`src/rtl/product_accumulator_if.sv`:
```
// rtl/product_accumulator_if.sv - product input stream and result output port of product_accumulator
interface product_accumulator_if #(
  parameter int ACC_W = 16
);
  logic             in_valid;
  logic             in_ready;
  logic [7:0]       in_product;
  logic             out_valid;
  logic             out_ready;
  logic [ACC_W-1:0] out_sum;
  logic             out_ovf;

  modport master (
    output in_valid, in_product, out_ready,
    input  in_ready, out_valid, out_sum, out_ovf
  );

  modport slave (
    input  in_valid, in_product, out_ready,
    output in_ready, out_valid, out_sum, out_ovf
  );
endinterface

```
`src/rtl/product_accumulator.sv`:
```
// rtl/product_accumulator.sv - sums N_TERMS 8-bit products and presents each sum on a valid/ready port
// ACC_SATURATE_EN: clamp the accumulator at all-ones instead of wrapping modulo 2^ACC_W.
module product_accumulator #(
  parameter int N_TERMS = 4,
  parameter int ACC_W   = 16
) (
  input logic                  clk,
  input logic                  rst,
  input logic                  clr,
  product_accumulator_if.slave bus
);
  localparam int CNT_W = $clog2(N_TERMS + 1);
  localparam logic [CNT_W-1:0] LAST = CNT_W'(N_TERMS - 1);

  typedef enum logic {ACCUM, HOLD} state_t;

  state_t           state, next_state;
  logic [ACC_W-1:0] acc, acc_next, sum_q;
  logic [ACC_W:0]   raw_sum;
  logic [CNT_W-1:0] cnt;
  logic             ovf, ovf_q, valid_q;
  logic             carry, in_ready, in_accept, step, finish;

  assign raw_sum = {1'b0, acc} + {1'b0, ACC_W'(bus.in_product)};
  assign carry   = raw_sum[ACC_W];

`ifdef ACC_SATURATE_EN
  // Once clamped, acc stays all-ones: any further nonzero product carries again.
  assign acc_next = carry ? '1 : raw_sum[ACC_W-1:0];
`else
  assign acc_next = raw_sum[ACC_W-1:0];
`endif

  assign in_ready  = (state == ACCUM);
  assign in_accept = bus.in_valid && in_ready;

  always_comb begin
    next_state = state;
    step       = 1'b0;
    finish     = 1'b0;
    case (state)
      ACCUM: begin
        if (in_accept) begin
          if (cnt == LAST) begin
            finish     = 1'b1;
            next_state = HOLD;
          end else begin
            step = 1'b1;
          end
        end
      end
      HOLD: begin
        if (bus.out_ready) next_state = ACCUM;
      end
      default: next_state = ACCUM;
    endcase
  end

  always_ff @(posedge clk) begin
    if (rst) begin
      state   <= ACCUM;
      acc     <= '0;
      cnt     <= '0;
      ovf     <= 1'b0;
      valid_q <= 1'b0;
      sum_q   <= '0;
      ovf_q   <= 1'b0;
    end else if (clr) begin
      // Abort keeps the last out_sum/out_ovf values but withdraws out_valid.
      state   <= ACCUM;
      acc     <= '0;
      cnt     <= '0;
      ovf     <= 1'b0;
      valid_q <= 1'b0;
    end else begin
      state   <= next_state;
      valid_q <= (next_state == HOLD);
      if (step) begin
        acc <= acc_next;
        cnt <= cnt + CNT_W'(1);
        ovf <= ovf | carry;
      end
      if (finish) begin
        sum_q <= acc_next;
        ovf_q <= ovf | carry;
        acc   <= '0;
        cnt   <= '0;
        ovf   <= 1'b0;
      end
    end
  end

  assign bus.in_ready  = in_ready;
  assign bus.out_valid = valid_q;
  assign bus.out_sum   = sum_q;
  assign bus.out_ovf   = ovf_q;
endmodule

```
`src/flat_wrapper.sv`:
```
// flat-port wrapper written by rule: the top's interface ports become plain ports
module product_accumulator_flat 
#(
  parameter int N_TERMS = 4,
  parameter int ACC_W   = 16
)
  (clk, rst, clr, bus_in_valid, bus_in_product, bus_out_ready, bus_in_ready, bus_out_valid, bus_out_sum, bus_out_ovf);
  product_accumulator_if #(.ACC_W(ACC_W)) bus_i ();
  input logic clk;
  input logic rst;
  input logic clr;
  input wire logic [$bits(bus_i.in_valid)-1:0] bus_in_valid;
  input wire logic [$bits(bus_i.in_product)-1:0] bus_in_product;
  input wire logic [$bits(bus_i.out_ready)-1:0] bus_out_ready;
  output wire logic [$bits(bus_i.in_ready)-1:0] bus_in_ready;
  output wire logic [$bits(bus_i.out_valid)-1:0] bus_out_valid;
  output wire logic [$bits(bus_i.out_sum)-1:0] bus_out_sum;
  output wire logic [$bits(bus_i.out_ovf)-1:0] bus_out_ovf;
  assign bus_i.in_valid = bus_in_valid;
  assign bus_i.in_product = bus_in_product;
  assign bus_i.out_ready = bus_out_ready;
  assign bus_in_ready = bus_i.in_ready;
  assign bus_out_valid = bus_i.out_valid;
  assign bus_out_sum = bus_i.out_sum;
  assign bus_out_ovf = bus_i.out_ovf;
  product_accumulator #(.N_TERMS(N_TERMS), .ACC_W(ACC_W)) u_core (.clk(clk), .rst(rst), .clr(clr), .bus(bus_i));
endmodule
```
`config.mk`:
```
export PLATFORM = sky130hd
export DESIGN_NAME = product_accumulator_flat
export DESIGN_NICKNAME = d
export VERILOG_FILES = /design/src/rtl/product_accumulator_if.sv /design/src/rtl/product_accumulator.sv /design/src/flat_wrapper.sv
export SDC_FILE = /design/constraint.sdc
export NUM_CORES = 1
export LEC_CHECK = 0
export CAP_MARGIN = 0
export CORE_MARGIN = 1
export CORE_UTILIZATION = 48
export CTS_CLUSTER_SIZE = 40
export DETAILED_ROUTE_END_ITERATION = 10
export GPL_ROUTABILITY_DRIVEN = 1
export PLACE_DENSITY = 0.75
export SYNTH_ARGS = -nofsm -noshare
export SYNTH_HDL_FRONTEND = slang
export SYNTH_SLANG_ARGS = --single-unit
```
`constraint.sdc`:
```
create_clock -name clk -period 2 [get_ports clk]
set_input_delay 0.2 -clock clk [delete_from_list [all_inputs] [get_ports clk]]
set_output_delay 0.2 -clock clk [all_outputs]
set_load 0.01 [all_outputs]
```
==> flow_metrics.tcl, run 1 <==
set metrics [dict create \
    status "complete, but fails checks" \
    violations "negative setup slack" \
    dp_hpwl_um 3713 \
    clkLatencyLatePin_ns 0.29 \
    cts_buffers 5 \
    yosysSeqAreaShare_pct 37.21 \
    r2r_setup_slack_ns -0.02 \
    grtUsageTotal_pct 24.17 \
    clockBufferDepth 2 \
    routed_wl_um 5465 \
    first_pass_iters 4 \
    antenna-diode-count 0 \
    dieArea_um2 4525 \
    fin_crit_ns 2.016 \
    pwr-share-seq_pct 50.6 \
    area_growth_pct 34.82 \
    layout_setup_ws_ns -0.01567 \
    coreArea_um2 4058 \
    criticalPathCategory "reg -> reg" \
    vias 1996 \
    grt_antenna_before_repair 0 \
    rsz0062_at_grt "yes" \
    vias_per_cell 5.836 \
    crit_required_ns 2.19 \
    drive_gt1_share_pct 20.89 \
    grt_pass1_wl_um 8114 \
    power_uw 1530 \
    p_clk_share_pct 32.6 \
    relSlewSlack_pct 57.75 \
    grt_max_degree 24 \
    worstSetupStartpointType "flip-flop" \
    hold_class "in -> reg" \
    synth.top_cells.by_count "38 x dfxtp_1, 28 x nand2_1, 25 x nor2_1" \
    htreeDepth 2 \
    syn-cell-area_um2 2044 \
    io_buffers 31 \
    crit_top_cell "o21a_1" \
    hold_violations 0 \
    fin_skew_ns 0.003001 \
    fp.dieH_um 67.27 \
    worst_slew_pin_slew_ns 0.6338 \
    crit_path_top_delay_cell "dfxtp_2" \
    drcViolationCount 0 \
    n_fill_cell 349 \
    yosys.area.top_type_share_pct 37.21 \
    clock.fmax_ghz 0.4961 \
    yosysTopAreaCell "dfxtp_1" \
    p_per_area_nw_per_um2 555.2 \
    synth_cells 244 \
    leakagePower_uw 0.0009982 \
    hold-worst-slack_ns 0.3828 \
    combPwrFrac_pct 16.8 \
    switching_share_pct 26.82 \
    synth-warning-count 0 \
    cts-root-buf "clkbuf_8" \
    std_cell_rows 23 \
    ys_async_sr_fraction_pct 0 \
    cts_tree "done" \
    drt_iter0_markers 106 \
    gp_congestion 0.8856 \
    grt_overflow 0 \
    cts_sinks 38 \
    ant_nets 0 \
    report.final.slew_viol_count 0 \
    p_int_uw 1120 \
    wl_per_cell_um 15.98 \
    power.net_switching_uw 410.5 \
    slowest_delay_ns 0.34 \
    end_kind "flip-flop" \
    start_util_pct 50.39 \
    synth_cell_types 49 \
    synth_nets 268 \
    min_period_over_period_pct 100.8 \
    cts.reportedPaths.clkPinSlew_ns 0.07 \
    finalSetupViolations 6 \
    synth_edf_count 0 \
    io_pins 32 \
    grt_pass1_vias 1730 \
    ys.flop_type "dfxtp_1" \
    cp.arrival_ns 2.20 \
    ir_drop_mv 0.2505 \
    dieWidth_um 67.27 \
    synth.most_common_cell "dfxtp_1" \
    ys_ff_latch 38 \
    max_cap_viol_count 0 \
    cp_max_fo 7 \
    syn_avg_cell_area_um2 8.379 \
    nets 316 \
    synthTopCellsByArea "dfxtp_1 37%, ha_1 6.1%, a21oi_1 5.1%" \
    crit_chain "ha_4 -> fa_2 -> a21o_1 -> a221oi_4 -> buf_6 -> a211oi_4 -> o21a_1 -> o21a_1" \
    cts_hold_buffers 0 \
]
==> cells in the final DEF (no fill, tap or decap), types with 6 or more instances in the layout <==
master | Yosys | routed
dfxtp_1 | 38 | 36
xnor2_1 | 7 | 6
o21ai_0 | 7 | 6
nand2_1 | 28 | 27
nor3_1 | 12 | 11
buf_4 | 0 | 24
clkdlybuf4s50_1 | 0 | 29
ha_1 | 10 | 8
a211oi_1 | 9 | 6
nor2_1 | 25 | 25
nand3_1 | 6 | 6
a21oi_1 | 21 | 17
==> flip-flops by register name, summed over array words and instances, names as in the netlist <==
name	flops
u_core.acc	16
u_core.bus.out_sum	16
u_core.cnt	3
u_core.bus.out_ovf	1
u_core.ovf	1
u_core.state	1
==> what timing repair did <==
item                                    in CTS  in global routing
pin swaps                                    2                  9
endpoints found under the setup margin      13                 21
buffers inserted                             1                  0
resized for setup                            4                 25
==> power by group through the flow <==
stage,clock network (µW),logic (µW),registers (µW)
finish,498,257,775
global route,537,278,776
CTS,511,234,774
detailed placement,0,226,792
global placement,0,225,791
floorplan,0,131,789
==> area by class of cell <==
cell class                 instances  area, µm²  area share [%]
clock inverter                     2      10.01          0.3631
sequential                        38      763.2           27.69
inverter                           5      18.77          0.6809
clock buffer                       5      68.82           2.497
tap                               50      62.56           2.270
timing repair buffer              56      503.0           18.25
multi-input combinational        186       1330           48.25
==> metal layers <==
metal  up-vias  part of all wire, %  track usage [%]
li1        983                    -                -
met1       944                   46            35.19
met2        64                   46            35.13
met3         5                  7.1            4.730
met4         0                  1.2            8.245
met5         -                    0                0
==> critical path, delay by kind of cell (launching register included) <==
| kind | cells | cell delay (ns) |
|---|---|---|
| flip-flops | 1 | 0.34 |
| adder cells (fa/ha/maj) | 2 | 0.49 |
| buffers and inverters | 1 | 0.21 |
| AO/OA/AOI/OAI | 5 | 0.86 |
==> logic make-up (layout without fill, tap and decap cells) <==
kind of cell	Yosys count	in the layout	share of synthesized area, %
AO/OA/AOI/OAI	73	73	25.76
XOR/XNOR	9	9	3.856
adder cells (fa/ha/maj)	11	11	7.099
buffers and inverters	20	68	3.795
flip-flops	38	38	37.21
multiplexers	1	1	0.5508
AND/OR/NAND/NOR	92	92	21.73
==> worst paths after layout <==
| kind | start | endpoint | cells after the start |
|---|---|---|---|
| hold reg to reg | u_core.bus.out_sum[2] | u_core.bus.out_sum[2] | 2 |
| setup / recovery | u_core.acc[0] | u_core.acc[12] | 8 |
| setup reg to reg | u_core.acc[0] | u_core.acc[12] | 8 |
| hold / removal | bus_in_product[0] | u_core.bus.out_sum[0] | 4 |
==> metrics by stage <==
stage | TNS [ns] | setup WS [ns] | utilization, % | std cells | instance area, µm²
3_5_place_dp | -7.532 | -0.4366 | 62.63 | 334 | 2541
4_1_cts | -0.001841 | -0.001841 | 65.09 | 342 | 2641
2_1_floorplan | 0 | 0.002155 | - | 244 | 2047
5_1_grt | -0.7220 | -0.1125 | 67.93 | 342 | 2756
6_report | -0.06880 | -0.01567 | 67.93 | 342 | 2756
3_3_place_gp | -6.447 | -0.4014 | 62.63 | 334 | 2541
No activity file was read; power rests on OpenSTA's default activity.
==> inputs of run 2 (changes only) <==
--- a/config.mk
+++ b/config.mk
@@ -7,11 +7,12 @@
 export LEC_CHECK = 0
 export CAP_MARGIN = 0
 export CORE_MARGIN = 1
-export CORE_UTILIZATION = 48
+export CORE_UTILIZATION = 55
 export CTS_CLUSTER_SIZE = 40
 export DETAILED_ROUTE_END_ITERATION = 10
 export GPL_ROUTABILITY_DRIVEN = 1
-export PLACE_DENSITY = 0.75
+export MAX_ROUTING_LAYER = met4
+export PLACE_DENSITY = 0.81
 export SYNTH_ARGS = -nofsm -noshare
 export SYNTH_HDL_FRONTEND = slang
 export SYNTH_SLANG_ARGS = --single-unit
==> constraint.sdc (replaced) <==
create_clock -name clk -period 2.6 [get_ports clk]
set_input_delay 0.26 -clock clk [delete_from_list [all_inputs] [get_ports clk]]
set_output_delay 0.26 -clock clk [all_outputs]
set_load 0.01 [all_outputs]
==> run 2 against run 1 <==
Effect of this change:
- the run now ends clean
- non-clock buffer count decreased by 18
- first-iteration DRC count up 55%
- global-route usage increased by 3.6 points
- register-to-register slack better by 0.43 ns
- sequential share of layout area grew 2.6 points
- routed wire length down 11%
- total power shrank 19%
- utilization rose by 5.1 points
- count of clock-buffer cells in the layout stayed put
- critical endpoint is now u_core.bus.out_sum[14]
- highest routed layer unchanged
==> flow_metrics.tcl, run 2 (synthesized netlist as in run 1, its figures left out) <==
set metrics [dict create \
    grtUsageTotal_pct 27.77 \
    gp_congestion 0.8807 \
    final_area_um2 2515 \
    area_growth_pct 23.01 \
    grt_pass1_vias 1744 \
    setup_tns_ns 0 \
    cp.arrival_ns 2.50 \
    relSlewSlack_pct 65.60 \
    grt_overflow 0 \
    cts_hold_buffers 0 \
    dieArea_um2 3965 \
    nets 298 \
    cts_tree "done" \
    worstSetupStartpointType "input pin" \
    cts_buffers 5 \
    criticalPathCategory "in -> reg" \
    final_util_pct 73.06 \
    crit_path_top_delay_cell "clkdlybuf4s50_1" \
    worst-path-buf-inv 1 \
    r2r_setup_slack_ns 0.41 \
    n_fill_cell 260 \
    crit_chain "clkdlybuf4s50_1 -> ha_1 -> fa_1 -> a21o_1 -> a221oi_4 -> a211oi_1 -> xnor2_1 -> a211oi_1" \
    start_util_pct 59.40 \
    io_buffers 31 \
    worst_slew_pin_slew_ns 0.5148 \
    vias 1897 \
    mostFrequentLayoutCell "dfxtp_1" \
    slowest_delay_ns 0.42 \
    status "completed" \
    coreArea_um2 3442 \
    hold-worst-slack_ns 0.4559 \
    crit_required_ns 2.82 \
    fin_crit_ns 2.282 \
    rsz0062_at_grt "no" \
    placed_cell_area_um2 2406 \
    cts.reportedPaths.clkPinSlew_ns 0.08 \
    critPathTopFamily "compound AO/OA/AOI/OAI gates" \
    grt_pass1_wl_um 8245 \
    drive_gt1_share_pct 9.091 \
    layout_common_cells "38 x dfxtp_1, 31 x clkdlybuf4s50_1, 28 x nand2_1" \
    cts_resized 0 \
    grt_max_degree 24 \
    crit_top_cell "a211oi_1" \
    min_period_over_period_pct 87.77 \
    cts_sinks 38 \
    leakagePower_uw 0.0009021 \
    antenna-diode-count 0 \
    clockBufferDepth 2 \
    grt_antenna_before_repair 0 \
    end_kind "flip-flop" \
    p_per_area_nw_per_um2 495.1 \
    ant_nets 0 \
    drt_iter0_markers 164 \
    htreeDepth 2 \
    fp.dieH_um 62.97 \
    dieWidth_um 62.97 \
    max_cap_viol_count 0 \
    hold_class "reg -> reg" \
    cts-root-buf "clkbuf_8" \
    dp_hpwl_um 3444 \
    hold_violations 0 \
    vias_per_cell 5.910 \
    ir_drop_mv 0.3239 \
    finalSetupViolations 0 \
    power_uw 1245 \
    first_pass_iters 4 \
    routed_wl_um 4847 \
    wl_per_cell_um 15.10 \
    postCtsSetupBuffers 0 \
    clock.fmax_ghz 0.4382 \
    clkLatencyLatePin_ns 0.30 \
    std_cell_rows 21 \
    drcViolationCount 0 \
    cp_max_fo 7 \
    fin_skew_ns 0.004939 \
    report.final.slew_viol_count 0 \
    io_pins 32 \
]
-- run 2: worst paths after layout --
kind / end / cells past startpoint / start
max: u_core.bus.out_sum[14] / 8 / bus_in_product[0]
min: u_core.bus.out_sum[5] / 2 / u_core.bus.out_sum[5]
max reg2reg: u_core.bus.out_sum[14] / 7 / u_core.acc[0]
min reg2reg: u_core.bus.out_sum[5] / 2 / u_core.bus.out_sum[5]
-- run 2: worst reg2reg max path, stage by stage (launching register included) --
cell and delay (ns):
dfxtp_1 0.32, ha_1 0.22, fa_1 0.39, a21o_1 0.22, a221oi_4 0.42, a211oi_1 0.16, xnor2_1 0.16, a211oi_1 0.22
-- run 2: layer usage --
metal	GRT usage (%)	part of all wire (%)
met1	37.73	48
met2	40.19	43
met3	6.752	7.3
met4	8.721	1.2
met5	-	0
-- run 2: power breakdown --
| group | total (µW) | switching [µW] | internal (µW) | leakage [µW] |
|---|---|---|---|---|
| sequential | 595 | 5.47 | 590 | 0.000307 |
| clock | 496 | 214 | 282 | 0.0000579 |
| combinational | 154 | 89.0 | 64.8 | 0.000537 |
-- run 2: per-stage QoR --
| stage | setup slack, ns | cells |
|---|---|---|
| 6_report | 0.3180 | 321 |
| 5_1_grt | 0.1720 | 321 |
| 4_1_cts | 0.3432 | 321 |
| 3_5_place_dp | 0.02885 | 313 |
| 3_3_place_gp | 0.04929 | 313 |
| 2_1_floorplan | 0.5522 | 244 |
-- run 2: area by class of cell --
cell class              instances  area, µm²  share of cell area, %
clock buffers                   5      68.82                  2.736
inverters                       5      18.77                 0.7463
multi-input cells             186       1206                  47.96
well taps                      46      57.56                  2.289
flip-flops and latches         38      760.7                  30.25
repair buffers                 38      362.8                  14.43
clock inverters                 3      40.04                  1.592
==> patch 1, RTL diff (settings of run 2) <==
`N_TERMS` is set to 4 in 2 places; all go to 8.
--- a/src/rtl/product_accumulator.sv
+++ b/src/rtl/product_accumulator.sv
@@ -3,3 +3,3 @@
 module product_accumulator #(
-  parameter int N_TERMS = 4,
+  parameter int N_TERMS = 8,
   parameter int ACC_W   = 16
--- a/src/flat_wrapper.sv
+++ b/src/flat_wrapper.sv
@@ -3,3 +3,3 @@
 #(
-  parameter int N_TERMS = 4,
+  parameter int N_TERMS = 8,
   parameter int ACC_W   = 16
Function: changed (Yosys sat finds a counterexample within 10 cycles, from zero or initial values and one cycle with rst high).
==> patch 1 against run 2 <==
- die area rose by 5.7%
- cell count rose by 9.0%
- cell area rose by 6.4%
- area after synthesis rose by 5.9%
- fmax rose by 1.2%
- worst setup slack improved by 0.027 ns
- sequential cell count rose by 1
- worst hold slack improved by 0.0016 ns
- critical endpoint unchanged
- routed wire length rose by 5.3%
- total power rose by 9.3%
==> patch 1: results (changes against run 2) <==
grt_max_degree: 25  # was 24
syn_nets: 293  # was 268
cts_buffers: 5  # unchanged
htreeDepth: 2  # unchanged
synthCells: 270  # was 244
grtUsageTotal_pct: 27.8  # about the same
io_buffers: 31  # unchanged
yosysSeqAreaShare_pct: 36.0  # was 37.2%
synthTopCellsByCount: "nand2_1, dfxtp_1, a21oi_1"  # was dfxtp_1, nand2_1, nor2_1
ys.warnings.count: 0  # unchanged
synth.area.top_cells: "dfxtp_1, nand2_1, a21oi_1"  # was dfxtp_1, ha_1, a21oi_1
cts_setup_buffers: 0  # unchanged
drv_cap: 0  # unchanged
path_max_fanout: 9  # was 7
fin_nets: 324  # was 298
ys_types: 49  # unchanged
worst_skew_pair.late_latency_ns: 0.30  # about the same
dp.cells: 342  # was 313
synth_ff_type: "dfxtp_1"  # unchanged
power.internal_mw: 1.05  # was 0.937 mW
vdd_drop_max_v: 0.000305  # was 0.000324 V
grt_pass1_vias: 1866  # was 1744
grt_pass1_wl_microns: 8630  # was 8250 microns
antenna_cells: 0  # unchanged
firstDrtPassIters: 4  # unchanged
antenna_found_initial: 0  # unchanged
drive_gt1_share_pct: 8.61  # was 9.09%
reg2reg_depth: 6  # was 7
wirelength_microns: 5100  # was 4850 microns
relSlewSlack_pct: 60.5  # was 65.6%
fin_skew_ns: 0.00505  # was 0.00494 ns
clockBufferDepth: 2  # unchanged
leakage_nw: 0.953  # was 0.902 nW
first_iter_violations: 194  # was 164
clkTransAtPathRegs_ns: 0.08  # about the same
num_vias: 2103  # was 1897
cts_resized: 0  # unchanged
viasPerCell: 6.01  # was 5.91
arrival_ns: 2.46  # was 2.50 ns
gp_congestion: 0.951  # was 0.881
whs_path_depth: 2  # unchanged
ys_async_sr_fraction_pct: 0  # unchanged
min_path_type: "reg -> reg"  # unchanged
outcome: "finished clean"  # unchanged
dp_hpwl_microns: 3640  # was 3440 microns
cts_root_buf: "clkbuf_8"  # unchanged
patch 1: metrics by stage:
| step | instance area [sq um] | worst slack, ns | hold WS, ns |
|---|---|---|---|
| final | 2680 | 0.345 | 0.457 |
| after floorplan | 2170 | 0.594 | 0.436 |
| after global placement | 2540 | 0.123 | 0.442 |
| after CTS | 2680 | 0.371 | 0.460 |
| after detailed placement | 2540 | 0.0576 | 0.449 |
| after global routing | 2680 | 0.175 | 0.488 |
patch 1: worst max-delay path, cell delays in order:
cell and delay, ns:
clkdlybuf4s50_1 0.41, ha_1 0.46, nand2_1 0.15, or3_4 0.44, a21oi_1 0.35, nand3b_1 0.13
a311oi_1 0.27
patch 1: worst paths after layout:
kind	start	end	slack (ns)
setup / recovery	bus_in_product[6]	u_core.bus.out_sum[14]$_SDFFE_PP0P_	0.34
hold / removal	u_core.bus.out_sum[0]$_SDFFE_PP0P_	u_core.bus.out_sum[0]$_SDFFE_PP0P_	0.46
setup reg to reg	u_core.acc[6]$_SDFFE_PP0P_	u_core.bus.out_sum[14]$_SDFFE_PP0P_	0.41
hold reg to reg	u_core.bus.out_sum[0]$_SDFFE_PP0P_	u_core.bus.out_sum[0]$_SDFFE_PP0P_	0.46
patch 1: cell families (layout without fill, tap and decap cells):
family	count (synthesis)	count (layout)	share of synthesized area (%)
fa+ha+maj	10	10	6.12
mux	3	3	1.39
buf+inv	19	51	3.58
simple gates	112	112	24.7
compound gates	79	79	24.9
flops	39	39	36.0
xor+xnor	8	8	3.24
patch 1: area by class of cell:
class / instances / area [sq um]
clock buffers: 6 / 72.6
clock inverters: 2 / 60.1
fillers: 294 / 1040
inverters: 3 / 11.3
multi-input cells: 212 / 1310
flip-flops and latches: 39 / 781
well taps: 48 / 60.1
repair buffers: 40 / 378
patch 1: power by group through the flow:
stage	Sequential [mW]	Clock (mW)	Combinational, mW
global route	0.611	0.638	0.161
global placement	0.623	0	0.142
floorplan	0.622	0	0.0948
detailed placement	0.624	0	0.143
finish	0.609	0.606	0.146
CTS	0.609	0.608	0.144
patch 1: metal layers:
| layer | global-route usage, % | wire (microns) | vias up |
|---|---|---|---|
| met4 | 11.9 | 103 | 0 |
| li1 | - | - | 1040 |
| met3 | 5.99 | 409 | 11 |
| met2 | 41.5 | 2230 | 97 |
| met1 | 36.0 | 2360 | 955 |
| met5 | - | 0 | - |
==> patch 2, RTL diff (config.mk and constraints of run 2) <==
Made on the original files. Reset style: asynchronous (`rst`), changed in one clocked block.
--- a/src/rtl/product_accumulator.sv
+++ b/src/rtl/product_accumulator.sv
@@ -58,3 +58,3 @@
 
-  always_ff @(posedge clk) begin
+  always_ff @(posedge clk or posedge rst) begin
     if (rst) begin
Formal check against the unedited RTL: differs if rst is asserted again (counterexample within 10 cycles, from zero or initial values and one cycle with rst high); with rst held inactive, the same outputs for 10 cycles.
==> patch 2 against run 2 <==
- routed wire length fell by 14%
- critical path depth did not move
- sequential cell count did not move
- highest routed layer unchanged
- cell area fell by 0.60%
- via count fell by 12%
- area after synthesis fell by 0.86%
- cell count fell by 8.7%
- non-clock buffer count fell by 1
- die area fell by 0.84%
- worst setup slack improved by 0.045 ns
Power is not compared: it rests on default switching activity, and its combinational part moved more than twofold at a synthesized area within 25%.
==> patch 2: results (changes against run 2) <==
dp_hpwl_microns: 2970  # was 3440 microns
synthTopCellsByCount: "dfrtp_1, nand2_1, o21ai_0"  # was dfxtp_1, nand2_1, nor2_1
vdd_drop_max_v: 0.000459
antenna_found_initial: 0  # unchanged
firstDrtPassIters: 4  # unchanged
cts_resized: 0  # unchanged
n_fill_cell: 266  # was 260
cts_setup_buffers: 0  # unchanged
worst_skew_pair.late_latency_ns: 0.29
cts_buffers: 5  # unchanged
grt_pass1_wl_microns: 7510  # was 8250 microns
gp_congestion: 0.820  # was 0.881
crit_slowest_cell: "clkdlybuf4s50_1"  # unchanged
ys.warnings.count: 0  # unchanged
viasPerCell: 5.68  # was 5.91
max_stage_delay_ns: 0.43
syn_nets: 232  # was 268
leakage_nw: 1.08
min_path_type: "in -> async"  # was reg -> reg
drv_cap: 0  # unchanged
tightest_slew_ns: 0.469  # was 0.515 ns
grt_max_degree: 39  # was 24
clkTransAtPathRegs_ns: 0.08  # about the same
wirelength_microns: 4180  # was 4850 microns
yosysSeqAreaShare_pct: 46.9  # was 37.2%
ys_async_sr_fraction_pct: 100  # was 0%
first_iter_violations: 69  # was 164
grt_pass1_vias: 1638  # was 1744
fin_nets: 270  # was 298
path_delay_family: "compound AO/OA/AOI/OAI gates"  # unchanged
clockBufferDepth: 2  # unchanged
ys_types: 40  # was 49
cts_root_buf: "clkbuf_8"  # unchanged
fin_skew_ns: 0.00798  # was 0.00494 ns
antenna_cells: 0  # unchanged
path_max_fanout: 3  # was 7
grtUsageTotal_pct: 25.3  # was 27.8%
synth.area.top_cells: "dfrtp_1, ha_1, nand2_1"  # was dfxtp_1, ha_1, a21oi_1
htreeDepth: 2  # unchanged
outcome: "finished clean"  # unchanged
critPathRequiredTime_ns: 2.78  # was 2.82 ns
drive_gt1_share_pct: 9.31  # was 9.09%
[patch 2: changes by cell type in the layout (fill, tap and decap cells not counted), moves of 6 or more]
cell      delta
dfrtp_1     +38
dfxtp_1     -38
nor2_1      -18
o21ai_0     +13
a21oi_1     -12
nor3_1      -11
o21ai_1      +9
a211oi_1     -8
or3_1        +6
[patch 2: area by class of cell]
| type | instances | area [sq um] | share of cell area, % |
|---|---|---|---|
| clock inverters | 1 | 5.00 | 0.200 |
| flip-flops and latches | 38 | 951 | 38.0 |
| repair buffers | 37 | 355 | 14.2 |
| well taps | 46 | 57.6 | 2.30 |
| clock buffers | 7 | 86.3 | 3.45 |
| multi-input cells | 156 | 1010 | 40.6 |
| inverters | 8 | 30.0 | 1.20 |
[patch 2: cells by family after synthesis]
family / synth area share [%]
AO/OA/AOI/OAI: 22.1
XOR/XNOR: 4.75
adder cells (fa/ha/maj): 7.16
buffers and inverters: 3.02
flip-flops: 46.9
multiplexers: 0.494
AND/OR/NAND/NOR: 15.6
[patch 2: path summary, 6_finish.rpt]
check,start,endpoint,slack (ns),depth (start not counted)
worst max-delay path,bus_in_product[0],u_core.acc[8]$_DFFE_PP0P_,0.36,8
worst min-delay path,rst,u_core.acc[13]$_DFFE_PP0P_,0.38,3
worst max register to register,u_core.acc[0]$_DFFE_PP0P_,u_core.acc[8]$_DFFE_PP0P_,0.38,7
worst min register to register,u_core.bus.out_sum[1]$_DFFE_PP0P_,u_core.bus.out_sum[1]$_DFFE_PP0P_,0.47,2
max in group asynchronous,rst,u_core.acc[7]$_DFFE_PP0P_,1.89,3
min in group clk,u_core.bus.out_sum[1]$_DFFE_PP0P_,u_core.bus.out_sum[1]$_DFFE_PP0P_,0.47,2
[patch 2: metrics by stage]
step                total power [mW]  setup WS [ns]  cell area (sq um)  cells
floorplan                      0.948          0.620               2030    208
detailed placement              1.12          0.111               2410    285
CTS                             1.53          0.403               2500    293
global placement                1.11          0.172               2410    285
global route                    1.61          0.213               2500    293
finish                          1.52          0.363               2500    293
[patch 2: per-layer routing]
metal	GRT usage (%)	part of all wire [%]
met5	-	0
met4	8.72	1.1
met3	4.38	3.5
met2	40.1	48
met1	32.7	47
[patch 2: worst min-delay path: cells and delay by family]
family / cells / cell delay (ns)
buf+inv: 3 / 0.85
[patch 2: power breakdown]
| part | internal [mW] | switching (mW) | total, mW | leakage [nW] |
|---|---|---|---|---|
| Combinational | 0.197 | 0.215 | 0.413 | 0.513 |
| Clock | 0.214 | 0.199 | 0.413 | 0.0482 |
| Sequential | 0.658 | 0.0396 | 0.698 | 0.517 |
| Total | 1.07 | 0.454 | 1.52 | 1.08 |
